`config.mk`:
```
export PLATFORM = sky130hd
export DESIGN_NAME = reg_fetch
export DESIGN_NICKNAME = d
export VERILOG_FILES = /design/src/rtl/reg_fetch.sv
export SDC_FILE = /design/constraint.sdc
export NUM_CORES = 1
export LEC_CHECK = 0
export CORE_MARGIN = 4
export CORE_UTILIZATION = 35
export CTS_CLUSTER_SIZE = 24
export DETAILED_ROUTE_END_ITERATION = 12
export GPL_TIMING_DRIVEN = 0
export PLACE_DENSITY = 0.79
export SYNTH_ARGS = -nofsm -noshare
export SYNTH_HDL_FRONTEND = slang
export SYNTH_SLANG_ARGS = --single-unit
```
`constraint.sdc`:
```
create_clock -name clk -period 2.19 [get_ports clk]
set_input_delay 0.219 -clock clk [delete_from_list [all_inputs] [get_ports clk]]
set_output_delay 0.219 -clock clk [all_outputs]
set_load 0.01 [all_outputs]
```
`src/rtl/reg_fetch.sv`:
```
// rtl/reg_fetch.sv - operand-fetch stage sequencing register stack get/set/reset controls.
// Optional macro REG_FETCH_FORWARD_EN: accept writebacks in OUT and forward them into held operands.
module reg_fetch #(
  parameter int NIB_SIZE       = 4,
  parameter int WORD_SIZE      = 16,
  parameter int REG_STACK_SIZE = 16
) (
  input  logic                 clk,
  input  logic                 reset_n,
  input  logic [WORD_SIZE-1:0] instr,
  input  logic                 instr_valid,
  output logic                 instr_ready,
  input  logic                 wb_valid,
  input  logic [NIB_SIZE-1:0]  wb_num,
  input  logic [WORD_SIZE-1:0] wb_val,
  output logic                 wb_ready,
  input  logic                 clear,
  output logic [NIB_SIZE-1:0]  rs_num1,
  output logic [NIB_SIZE-1:0]  rs_num2,
  output logic [NIB_SIZE-1:0]  rs_setnum,
  output logic [WORD_SIZE-1:0] rs_setval,
  output logic                 rs_get_enable,
  output logic                 rs_set_enable,
  output logic                 rs_reset_enable,
  input  logic [WORD_SIZE-1:0] rs_out1,
  input  logic [WORD_SIZE-1:0] rs_out2,
  output logic                 op_valid,
  input  logic                 op_ready,
  output logic [NIB_SIZE-1:0]  op_code,
  output logic [NIB_SIZE-1:0]  op_dst,
  output logic [WORD_SIZE-1:0] op_a,
  output logic [WORD_SIZE-1:0] op_b
);

  typedef enum logic [2:0] {INIT, IDLE, ISSUE, CAPTURE, OUT} state_t;

  state_t              state, state_next;
  logic [NIB_SIZE-1:0] src1, src2;

  always_ff @(posedge clk or negedge reset_n) begin
    if (!reset_n) state <= INIT;
    else          state <= state_next;
  end

  always_ff @(posedge clk or negedge reset_n) begin
    if (!reset_n) begin
      op_code <= '0;
      op_dst  <= '0;
      src1    <= '0;
      src2    <= '0;
      op_a    <= '0;
      op_b    <= '0;
    end else begin
      if (instr_ready) begin
        op_code <= instr[4*NIB_SIZE-1:3*NIB_SIZE];
        op_dst  <= instr[3*NIB_SIZE-1:2*NIB_SIZE];
        src1    <= instr[2*NIB_SIZE-1:NIB_SIZE];
        src2    <= instr[NIB_SIZE-1:0];
      end
      if (state == CAPTURE) begin
        op_a <= rs_out1;
        op_b <= rs_out2;
      end
`ifdef REG_FETCH_FORWARD_EN
      // A write landing while operands are held must also refresh them.
      if (state == OUT && wb_ready) begin
        if (wb_num == src1) op_a <= wb_val;
        if (wb_num == src2) op_b <= wb_val;
      end
`endif
    end
  end

  always_comb begin
    state_next      = state;
    instr_ready     = 1'b0;
    wb_ready        = 1'b0;
    rs_get_enable   = 1'b0;
    rs_set_enable   = 1'b0;
    rs_reset_enable = 1'b0;
    rs_num1         = '0;
    rs_num2         = '0;
    rs_setnum       = '0;
    rs_setval       = '0;
    op_valid        = 1'b0;
    case (state)
      INIT: begin
        rs_reset_enable = 1'b1;
        state_next      = IDLE;
      end
      IDLE: begin
        if (clear) begin
          state_next = INIT;
        end else if (wb_valid) begin
          wb_ready = 1'b1;
        end else if (instr_valid) begin
          instr_ready = 1'b1;
          state_next  = ISSUE;
        end
      end
      ISSUE: begin
        rs_get_enable = 1'b1;
        rs_num1       = src1;
        rs_num2       = src2;
        state_next    = CAPTURE;
      end
      CAPTURE: state_next = OUT;
      OUT: begin
        op_valid = 1'b1;
`ifdef REG_FETCH_FORWARD_EN
        wb_ready = wb_valid;
`endif
        if (op_ready) state_next = IDLE;
      end
      default: state_next = INIT;
    endcase
    // Writes only ever happen in cycles with no get/reset, so the stack sees one control at a time.
    if (wb_ready) begin
      rs_set_enable = 1'b1;
      rs_setnum     = wb_num;
      rs_setval     = wb_val;
    end
  end

  a_controls_exclusive: assert property (@(posedge clk)
    $countones({rs_get_enable, rs_set_enable, rs_reset_enable}) <= 1);

  a_wb_num_in_range: assert property (@(posedge clk) disable iff (!reset_n)
    int'(wb_num) < REG_STACK_SIZE);

endmodule

```
Word level (Yosys, flattened, before mapping). Cells that the tools add are included.

Eq/ne operators: 7. Mux-type cells: 20. Reduce and logical (&&, ||, !) cells: 2.

Operators with widths (count): $mux W16 (1); $pmux W3 S5 (1); $mux W3 (4); $mux W4 (3); $mux W1 (11); $eq A3 B2 Y1 const B (2); $ne A3 B3 Y1 const B (2); $eq A3 B1 Y1 const B (1); $eq A3 B3 Y1 const B (1); $logic_not A3 Y1 (1); $reduce_and A3 Y1 (1); $ne A2 B2 Y1 const B (1).

Register bits after elaboration: 51. Input bits: 74. Output and inout bits: 74. Word-level logic and storage cells: 36.

Logic depth before layout (Yosys ltp). Gate-level depths: netlist of the first run.

Depth after elaboration: 4. Mapped depth: 5. Depth with buffers taken out: 3.

Worst setup path after synthesis of the first run. Ideal clock, no wire load.

Path kind: register to register. Start point: register state[1]. End point: register op_code[1]. Library setup time: 0.125 ns. Data arrival time: 1.603 ns. Required time: 2.065 ns. Setup slack: 0.462 ns. Stages on the path, launching flop included: 6. Path buffers: 3. Period minus slack after synthesis: 1.728 ns. Path through: dfrtp_1 clkbuf_1 or4_1 buf_2 buf_6 mux2_4.

Longest elaborated chain between the ends: 2.

RTL lines: from (decl) (RTL line 37) `state_t state, state_next;`; from (signal assigned) (RTL line 42) `else state <= state_next;`; $eq A3 B1 Y1 (RTL line 86) `case (state)`; $mux W1 (RTL line 86); to (signal assigned) (RTL line 55) `op_code <= instr[4*NIB_SIZE-1:3*NIB_SIZE];`; to (decl) (RTL line 29) `output logic [NIB_SIZE-1:0] op_code,`.

Every way passes these cells. A chain may end at the register's enable or synchronous reset.

Worst setup path after layout of the first run.
Start point: register state[0]. End point: output rs_num2[2].

Longest elaborated chain between the ends: 2.

RTL lines: $eq A3 B2 Y1 (RTL line 86); $mux W4 (RTL line 86); to (decl) (RTL line 19) `output logic [NIB_SIZE-1:0] rs_num2,`.

Every way passes these cells.

==> results.md, run 1 <==
* Status: completed
* Most frequent cell after synthesis: dfrtp_1
* Ratio of cells with drive above 1 in the final layout at 0.2358
* Clock transition at the registers of the reported paths at 0.09 ns
* WS Path Type: reg -> out
* Crit path to: rs_num2[2]
* Sw frac at 0.2847
* R2R setup slack at 0.37 ns
* Dpl hpwl at 4576 µm
* Clock Sinks at 51
* Hold Slack at between 0.3 and 0.4 ns
* Core Rows at 28
* Initial antenna violation count at 0
* Max-slew violations at 0
* Clock Tree Buf Depth at 2
* Via count at 1798
* Metal3 WL at about 570 µm
* Top cells by count, synth: dfrtp_1 (51), mux2_2 (39), and2_1 (28), mux2_4 (9), clkbuf_1 (6)
* Synth warn at 0
* First-pass DRT Iterations at 2
* Fmax at 0.4742 GHz
* R2R Path End: op_b[2]$_DFFE_PN0P_
* Reg power frac at 0.374
* Clock power frac at 0.144
* Width of the die at 86.89 µm
* R2R cell count at 4
* Critical Path Stages at 5
* Crit path cell chain: buf_4 -> nor3b_4 -> buf_4 -> and2_1 -> clkdlybuf4s50_1
* Met2 Wirelength at between 3000 and 4000 µm
* Port bufs at around 150
* FF+latch area at around 1300 µm²
* Mapped Cells at between 150 and 200
* Vias/cell at roughly 4.6
* Drt total wl at slightly below 6000 µm
* H-tree depth at 2
* Synth top area cells: dfrtp_1 (59%), mux2_2 (20%), and2_1 (8.0%), mux2_4 (6.2%), clkbuf_1 (1.0%)
* WL met1 at 2161 µm
* Cell accounting for the most synthesized area: dfrtp_1
* HP Class: in -> async
* RSZ-0062 raised after global routing: false
* Register area share after synthesis at 0.5859
* Type of origin of the critical path: register
* Clock Latency Late Sink at roughly 0.3 ns
* Critical Path Source: state[0]$_DFFE_PN0P_
* IO Count at between 100 and 150
* Synth top area share at 0.5859
* Initial core utilization at 0.3636
* CP bufs+invs at 3
* Residual DRC count at 0
* Final nets at roughly 390
* Total core area at 5991 µm²
* First-pass GRT wire length at 9059 µm
* Critical-path top delay cell: clkdlybuf4s50_1
* Final Cycle Share at 0.9629
* Placement Setup Slack at -0.4059 ns
* Starting DRT DRC Count at 20
* EDFF count, synth at 0
* Area growth syn-to-layout at 84.38%
* Die area at ~7500 µm²
* Slew @ Worst Pin at ~0.53 ns
* Most common cell on crit path: buf_4
* Clock skew at about 0.0054 ns
* Mapped Area at roughly 2200 µm²
* Relative slew slack at 0.6440
* Top Metal Used: met4
* PD cells at 1094 nW/µm²
* Int Pwr at about 3100 µW
* Crit path capture type: output port
* Combinational power share at 0.482
* Die extent in y at approximately 87 µm
* Net switching power at 1251 µW
* Final GP Congestion at 0.6910
* Area of the multi-input gates at slightly below 900 µm²
* Ant. Diodes at 0
* Worst Path Max Fanout at 6
* Syn_nets at ~230
* Synth cell types at 21
* Async SR Flop Fraction at 1.000
* Final setup viols at 0
* Max-cap viol count at 0
* RR Startpoint: state[1]$_DFFE_PN0P_
* Total grt overflow at 0
* Mean post-synth cell area at between 10 and 15 µm²
* Flops & latches, synth at around 50
* CP required at approximately 2 ns
* Largest net degree at the start of global routing at 36
* Leakage at 0.002076 µW
* Number of global-route vias before repair at ~2k
* CTS tree: yes
* Post-synth top flop: dfrtp_1
* Routed Antenna Nets at 0
* Peak supply drop at just over 0.6 mV
* All-Layer GR Usage at 0.1514
* Tmin final at around 2.1 ns
* FILL cells at 440
* Final WS setup at 0.08119 ns
* CP top delay family: buffers and inverters
* CP peak stage delay at 0.53 ns
* Final hold vios at 0
* Crit path DAT at between 1.5 and 2 ns
* TritonCTS Buffers at 5
* Clock root buffer: clkbuf_8
* DR WL/cell at approximately 15 µm
worst min path at each step:
stage | start | cells past startpoint | to
final | reset_n | 2 | op_dst[3]$_DFFE_PN0P_
after global routing | reset_n | 2 | op_dst[3]$_DFFE_PN0P_
after CTS | reset_n | 2 | op_dst[3]$_DFFE_PN0P_
after detailed placement | reset_n | 1 | op_dst[3]$_DFFE_PN0P_
after global placement | src2[3]$_DFFE_PN0P_ | 1 | src2[3]$_DFFE_PN0P_
after floorplan | reset_n | 0 | op_a[0]$_DFFE_PN0P_
layout by cell type (no fill, tap or decap), types with 3 or more instances in the layout:
| master | count |
|---|---|
| clkdlybuf4s50_1 | 116 |
| dfrtp_1 | 48 |
| mux2_2 | 39 |
| and2_1 | 28 |
| dlymetal6s2s_1 | 19 |
| buf_4 | 10 |
| dlygate4sd2_1 | 10 |
| mux2_4 | 9 |
| clkbuf_8 | 6 |
| clkbuf_1 | 4 |
| dfrtp_2 | 3 |
area by class of cell:
type,count,area share
flip-flops and latches,51,0.3187
well taps,75,0.02336
multi-input cells,93,0.2196
clock inverters,1,0.007477
inverters,2,0.001869
plain buffers,8,0.01464
repair buffers,157,0.3963
clock buffers,6,0.01807
what timing repair did:
action / CTS / global route
pin swaps: 2 / 0
hold endpoints to repair: 16 / 0
hold buffers: 1 / 0
gates cloned: 1 / 0
setup buffers: 7 / 0
setup endpoints to repair: 32 / 19
resized for setup: 25 / 21
cells by family (layout without fill, tap and decap cells):
group,Yosys count,in the layout,share of synthesized area
buf+inv,11,174,0.02470
compound gates,4,4,0.01034
flops,51,51,0.5859
simple gates,41,41,0.1155
mux,48,48,0.2636
registers in the layout (all words and copies together), names as in the netlist:
| signal | count |
|---|---|
| op_a | 16 |
| op_b | 16 |
| op_code | 4 |
| op_dst | 4 |
| src1 | 4 |
| src2 | 4 |
| state | 3 |
power groups by stage:
stage,Combinational [µW],Clock [µW],Sequential [µW]
after detailed placement,2080,0,1670
after global routing,2260,693,1710
after global placement,2030,0,1650
after CTS,2170,650,1650
after floorplan,708,0,1830
final,2120,632,1640
metal layers:
metal	global-route usage	up-vias
met5	0	-
met4	0.03824	0
met3	0.05014	2
met2	0.2754	97
met1	0.1691	853
li1	-	846
through the flow:
step / setup TNS, ns / util / cells / instance area [µm²] / power (µW)
floorplan: 0 / - / 155 / 2178 / 2534
global placement: -38.62 / 0.6249 / 377 / 3744 / 3677
detailed placement: -8.936 / 0.6274 / 378 / 3759 / 3747
CTS: -0.006969 / 0.6623 / 393 / 3968 / 4464
global route: 0 / 0.6704 / 393 / 4016 / 4668
finish: 0 / 0.6704 / 393 / 4016 / 4394
(Power assumes the default switching activity.)
==> run 2: changes to the inputs <==
--- a/config.mk
+++ b/config.mk
@@ -5,7 +5,6 @@
 export SDC_FILE = /design/constraint.sdc
 export NUM_CORES = 1
 export LEC_CHECK = 0
-export CORE_MARGIN = 4
 export CORE_UTILIZATION = 35
 export CTS_CLUSTER_SIZE = 24
 export DETAILED_ROUTE_END_ITERATION = 12
==> run 2 against run 1 <==
Worst setup slack got worse by 0.0051 ns. Critical path type unchanged. Cell area shrank 0.84%. First-iteration DRC count grew 140%. Count of clock-buffer cells in the layout rose by 1. Sequential cell count is the same.
==> results.md, run 2 (synthesized netlist as in run 1, its figures left out) <==
* HP Class: in -> async
* Initial core utilization at 0.3658
* Crit path cell chain: buf_4 -> nor3b_4 -> buf_6 -> and2_1 -> clkdlybuf4s50_1
* Max-slew violations at 0
* Via count at between 1.5k and 2k
* Dpl hpwl at slightly above 4000 µm
* Largest net degree at the start of global routing at 31
* IO Count at approximately 150
* FILL cells at about 480
* CP top delay family: buffers and inverters
* Final hold vios at 0
* Clock Tree Buf Depth at 2
* Initial antenna violation count at 0
* CTS tree: yes
* Max-cap viol count at 0
* Die area at 6543 µm²
* FF+latch area at roughly 1300 µm²
* First-pass DRT Iterations at 4
* Status: completed
* Crit path capture type: output port
* Slew @ Worst Pin at about 0.54 ns
* Type of origin of the critical path: register
* CP bufs+invs at 3
* Final nets at between 300 and 400
* Clock Latency Late Sink at about 0.30 ns
* Clock root buffer: clkbuf_8
* Fmax at between 0.4 and 0.5 GHz
* Total grt overflow at 0
* TNS Setup at 0 ns
* Clock Sinks at 51
* H-tree depth at 2
* Leakage at 0.001988 µW
* Vias/cell at around 4.6
* PD cells at 1091 nW/µm²
* Residual DRC count at 0
* Critical-path top delay cell: clkdlybuf4s50_1
* Drt total wl at ~5400 µm
* Die extent in y at 80.89 µm
* Area growth syn-to-layout at 82.83%
* Final setup viols at 0
* Total power at around 4300 µW
* Commonest cells after routing, fill and taps aside: clkdlybuf4s50_1 (120), dfrtp_1 (48), mux2_2 (39), and2_1 (28), dlymetal6s2s_1 (15)
* Relative slew slack at 0.6396
* Ant. Diodes at 0
* TritonCTS Buffers at 5
* Core Rows at 28
* Most common cell after layout, fill and taps aside: clkdlybuf4s50_1
* Area of the multi-input gates at approximately 880 µm²
* Clock transition at the registers of the reported paths at roughly 0.09 ns
* Worst Path Max Fanout at 9
* Tmin final at ~2.1 ns
* DR WL/cell at around 14 µm
* Peak supply drop at approximately 0.62 mV
* Ratio of cells with drive above 1 in the final layout at 0.2397
* Largest registers: op_a x16, op_b x16
* Routed Antenna Nets at 0
* WS Path Type: reg -> out
* CP peak stage delay at roughly 0.53 ns
* Starting DRT DRC Count at between 40 and 50
* Total core area at 5956 µm²
* CP required at between 1.5 and 2 ns
* First-pass GRT wire length at around 8300 µm
* Final Cycle Share at 0.9653
* RSZ-0062 raised after global routing: false
* Port bufs at approximately 150
* Hold Slack at roughly 0.42 ns
* Final GP Congestion at roughly 0.74
* Width of the die at ~80 µm
* Clock skew at around 0.0052 ns
* Crit path DAT at between 1.5 and 2 ns
* Number of global-route vias before repair at 1799
* All-Layer GR Usage at 0.1686
-- run 2: worst paths after layout --
| kind | end | from | slack (ns) | cells after the start |
|---|---|---|---|---|
| min in group clk | src1[3]$_DFFE_PN0P_ | src1[3]$_DFFE_PN0P_ | 0.51 | 1 |
| hold / removal | op_dst[3]$_DFFE_PN0P_ | reset_n | 0.42 | 2 |
| setup reg to reg | op_b[12]$_DFFE_PN0P_ | state[1]$_DFFE_PN0P_ | 0.35 | 4 |
| max in group asynchronous | op_a[9]$_DFFE_PN0P_ | reset_n | 1.24 | 3 |
| hold reg to reg | src1[3]$_DFFE_PN0P_ | src1[3]$_DFFE_PN0P_ | 0.51 | 1 |
| setup / recovery | rs_num1[1] | state[0]$_DFFE_PN0P_ | 0.08 | 5 |
-- run 2: repair_timing --
item / CTS / global route
setup buffers: 5 / 0
hold endpoints to repair: 21 / 0
gates resized for setup: 23 / 21
cloned: 1 / 0
pin swaps: 2 / 0
hold buffers: 1 / 0
setup endpoints to repair: 32 / 21
-- run 2: layout make-up --
| type | instances | share of cell area |
|---|---|---|
| flip-flops and latches | 51 | 0.3214 |
| inverters | 2 | 0.001885 |
| multi-input cells | 93 | 0.2215 |
| clock inverters | 1 | 0.001885 |
| well taps | 75 | 0.02356 |
| plain buffers | 8 | 0.01320 |
| clock buffers | 7 | 0.02419 |
| repair buffers | 155 | 0.3924 |
-- run 2: routing by layer --
metal,GRT usage,wire [µm]
met4,0.04821,49
met2,0.3101,2804
met5,0,0
met3,0.05169,470
met1,0.1853,2107
-- run 2: report_power, final --
group          internal (µW)  switching, µW  total, µW
Combinational           1380            717       2100
Clock                    288            302        590
Sequential              1410            239       1650
Total                   3090           1260       4340
-- run 2: through the flow --
step	instances	util	worst slack, ns	cell area [µm²]
after floorplan	155	-	0.4619	2178
after global placement	377	0.6286	-0.6228	3744
after detailed placement	378	0.6311	-0.3369	3759
after CTS	392	0.6620	0.004913	3943
after global routing	392	0.6687	0.003645	3983
final	392	0.6687	0.07609	3983
==> run 3: changes to the inputs <==
--- a/config.mk
+++ b/config.mk
@@ -10,6 +10,7 @@
 export DETAILED_ROUTE_END_ITERATION = 12
 export GPL_TIMING_DRIVEN = 0
 export PLACE_DENSITY = 0.79
+export SLEW_MARGIN = 20
 export SYNTH_ARGS = -nofsm -noshare
 export SYNTH_HDL_FRONTEND = slang
 export SYNTH_SLANG_ARGS = --single-unit
==> run 3 against run 2 <==
Hold slack gained 0.058 ns. Clock skew is essentially flat. Sequential share of layout area shrank 0.060 points. Combinational power is essentially flat. Sequential power is essentially flat. Core utilization grew 0.13 points. Non-clock buffer count is the same. Cell area grew 0.19%. Worst setup slack lost 0.0097 ns. Die area is the same. Highest routed layer unchanged.
==> results.md, run 3 (synthesized netlist as in run 1, its figures left out) <==
* Peak supply drop at approximately 0.63 mV
* Starting DRT DRC Count at 34
* Relative slew slack at 0.5826
* FF+latch area at 1280 µm²
* Port bufs at approximately 150
* Leakage at ~0.0020 µW
* Type of origin of the critical path: input port
* CTS tree: yes
* Clock transition at the registers of the reported paths at roughly 0.09 ns
* TritonCTS Buffers at 5
* Status: completed
* Final Util at 0.6700
* Routed Antenna Nets at 0
* Total core area at roughly 6000 µm²
* Tmin final at around 2.1 ns
* Area growth syn-to-layout at 83.17%
* Total grt overflow at 0
* PD cells at 1104 nW/µm²
* Crit path DAT at roughly 1.9 ns
* Final setup viols at 0
* Non-filler instance count after layout at 392
* Final nets at 390
* Slew @ Worst Pin at 0.6261 ns
* Final WS setup at between 0.06 and 0.07 ns
* Clock skew at about 0.0055 ns
* Clock root buffer: clkbuf_8
* Residual DRC count at 0
* All-Layer GR Usage at 0.1595
* Final Cycle Share at 0.9697
* Final hold vios at 0
* Cells after DPL at approximately 380
* CP required at slightly below 2 ns
* WS Path Type: in -> out
* Core Rows at 28
* Most common cell after layout, fill and taps aside: clkdlybuf4s50_1
* Fmax at between 0.4 and 0.5 GHz
* Clock Tree Buf Depth at 2
* TNS Setup at 0 ns
* Via count at about 1.8k
* FILL cells at 488
* Vias/cell at 4.594
* Final GP Congestion at roughly 0.74
* Largest registers: op_a x16, op_b x16
* Initial core utilization at 0.3658
* Largest net degree at the start of global routing at between 50 and 60
* Drt total wl at 5280 µm
* Placement Setup Slack at -0.3224 ns
* HP Class: in -> async
* Clock Sinks at between 50 and 60
* Commonest cells after routing, fill and taps aside: clkdlybuf4s50_1 (118), dfrtp_1 (48), mux2_2 (39), and2_1 (28), dlymetal6s2s_1 (15)
* Number of global-route vias before repair at 1812
* First-pass GRT wire length at approximately 8000 µm
* RSZ-0062 raised after global routing: false
* H-tree depth at 2
* Worst Path Max Fanout at 10
* Max-slew violations at 0
* Area after DPL at about 3700 µm²
* Max-cap viol count at 0
* Fin area at 3990 µm²
* Crit path capture type: output port
* DR WL/cell at 13.47 µm
* Width of the die at a little over 80 µm
* Ant. Diodes at 0
* Initial antenna violation count at 0
* Die extent in y at 80.89 µm
* Clock Latency Late Sink at 0.30 ns
* First-pass DRT Iterations at 4
* IO Count at about 150
* Die area at between 6000 and 7000 µm²
* Dpl hpwl at between 3000 and 4000 µm
* Ratio of cells with drive above 1 in the final layout at 0.2366
* Area of the multi-input gates at slightly below 900 µm²
[run 3: layout make-up]
type,count,area share
well taps,75,0.02352
flip-flops and latches,51,0.3208
clock buffers,5,0.01725
multi-input cells,93,0.2211
repair buffers,155,0.3898
clock inverters,3,0.01098
inverters,2,0.001881
plain buffers,8,0.01474
[run 3: timing repair]
action / 4_1_cts / 5_1_grt
resized for setup: 27 / 17
endpoints found under the setup margin: 32 / 18
buffers inserted: 4 / 2
pin swaps: 1 / 0
cloned: 1 / 0
endpoints found under the hold margin: 51 / 0
hold buffers: 1 / 0
[run 3: critical path, cell delays in order]
cell             delay [ns]
clkdlybuf4s50_1        0.43
nand2b_4               0.17
or4_1                  0.46
buf_4                  0.18
buf_6                  0.16
inv_1                  0.05
clkdlybuf4s15_1        0.22
[run 3: stage by stage]
step,power (µW),hold WS (ns)
after floorplan,2534,-0.07659
after global placement,3659,0.4808
after detailed placement,3734,0.2856
after CTS,4452,0.5103
after global routing,4674,0.5187
final,4404,0.4790
[run 3: worst paths after layout]
kind / from / to / slack (ns) / cells after the start
hold reg to reg: src1[3]$_DFFE_PN0P_ / src1[3]$_DFFE_PN0P_ / 0.51 / 1
max in group asynchronous: reset_n / state[1]$_DFFE_PN0P_ / 1.26 / 2
min in group clk: src1[3]$_DFFE_PN0P_ / src1[3]$_DFFE_PN0P_ / 0.51 / 1
setup reg to reg: state[2]$_DFFE_PN0P_ / op_a[9]$_DFFE_PN0P_ / 0.36 / 4
setup / recovery: clear / instr_ready / 0.07 / 7
hold / removal: reset_n / op_code[1]$_DFFE_PN0P_ / 0.48 / 2
[run 3: where the power goes]
group	leakage, µW	internal (µW)	switching, µW
clock	0.0000581	340	305
sequential	0.000599	1410	244
combinational	0.00135	1390	714
[run 3: per-layer routing]
metal / share of wire / GRT usage / vias to the layer above / routed length (µm)
met5: 0 / 0 / - / 0
met4: 0.0093 / 0.04286 / 0 / 49
met1: 0.37 / 0.1731 / 853 / 1961
met3: 0.096 / 0.05169 / 6 / 505
met2: 0.52 / 0.2950 / 101 / 2763
li1: - / - / 841 / -
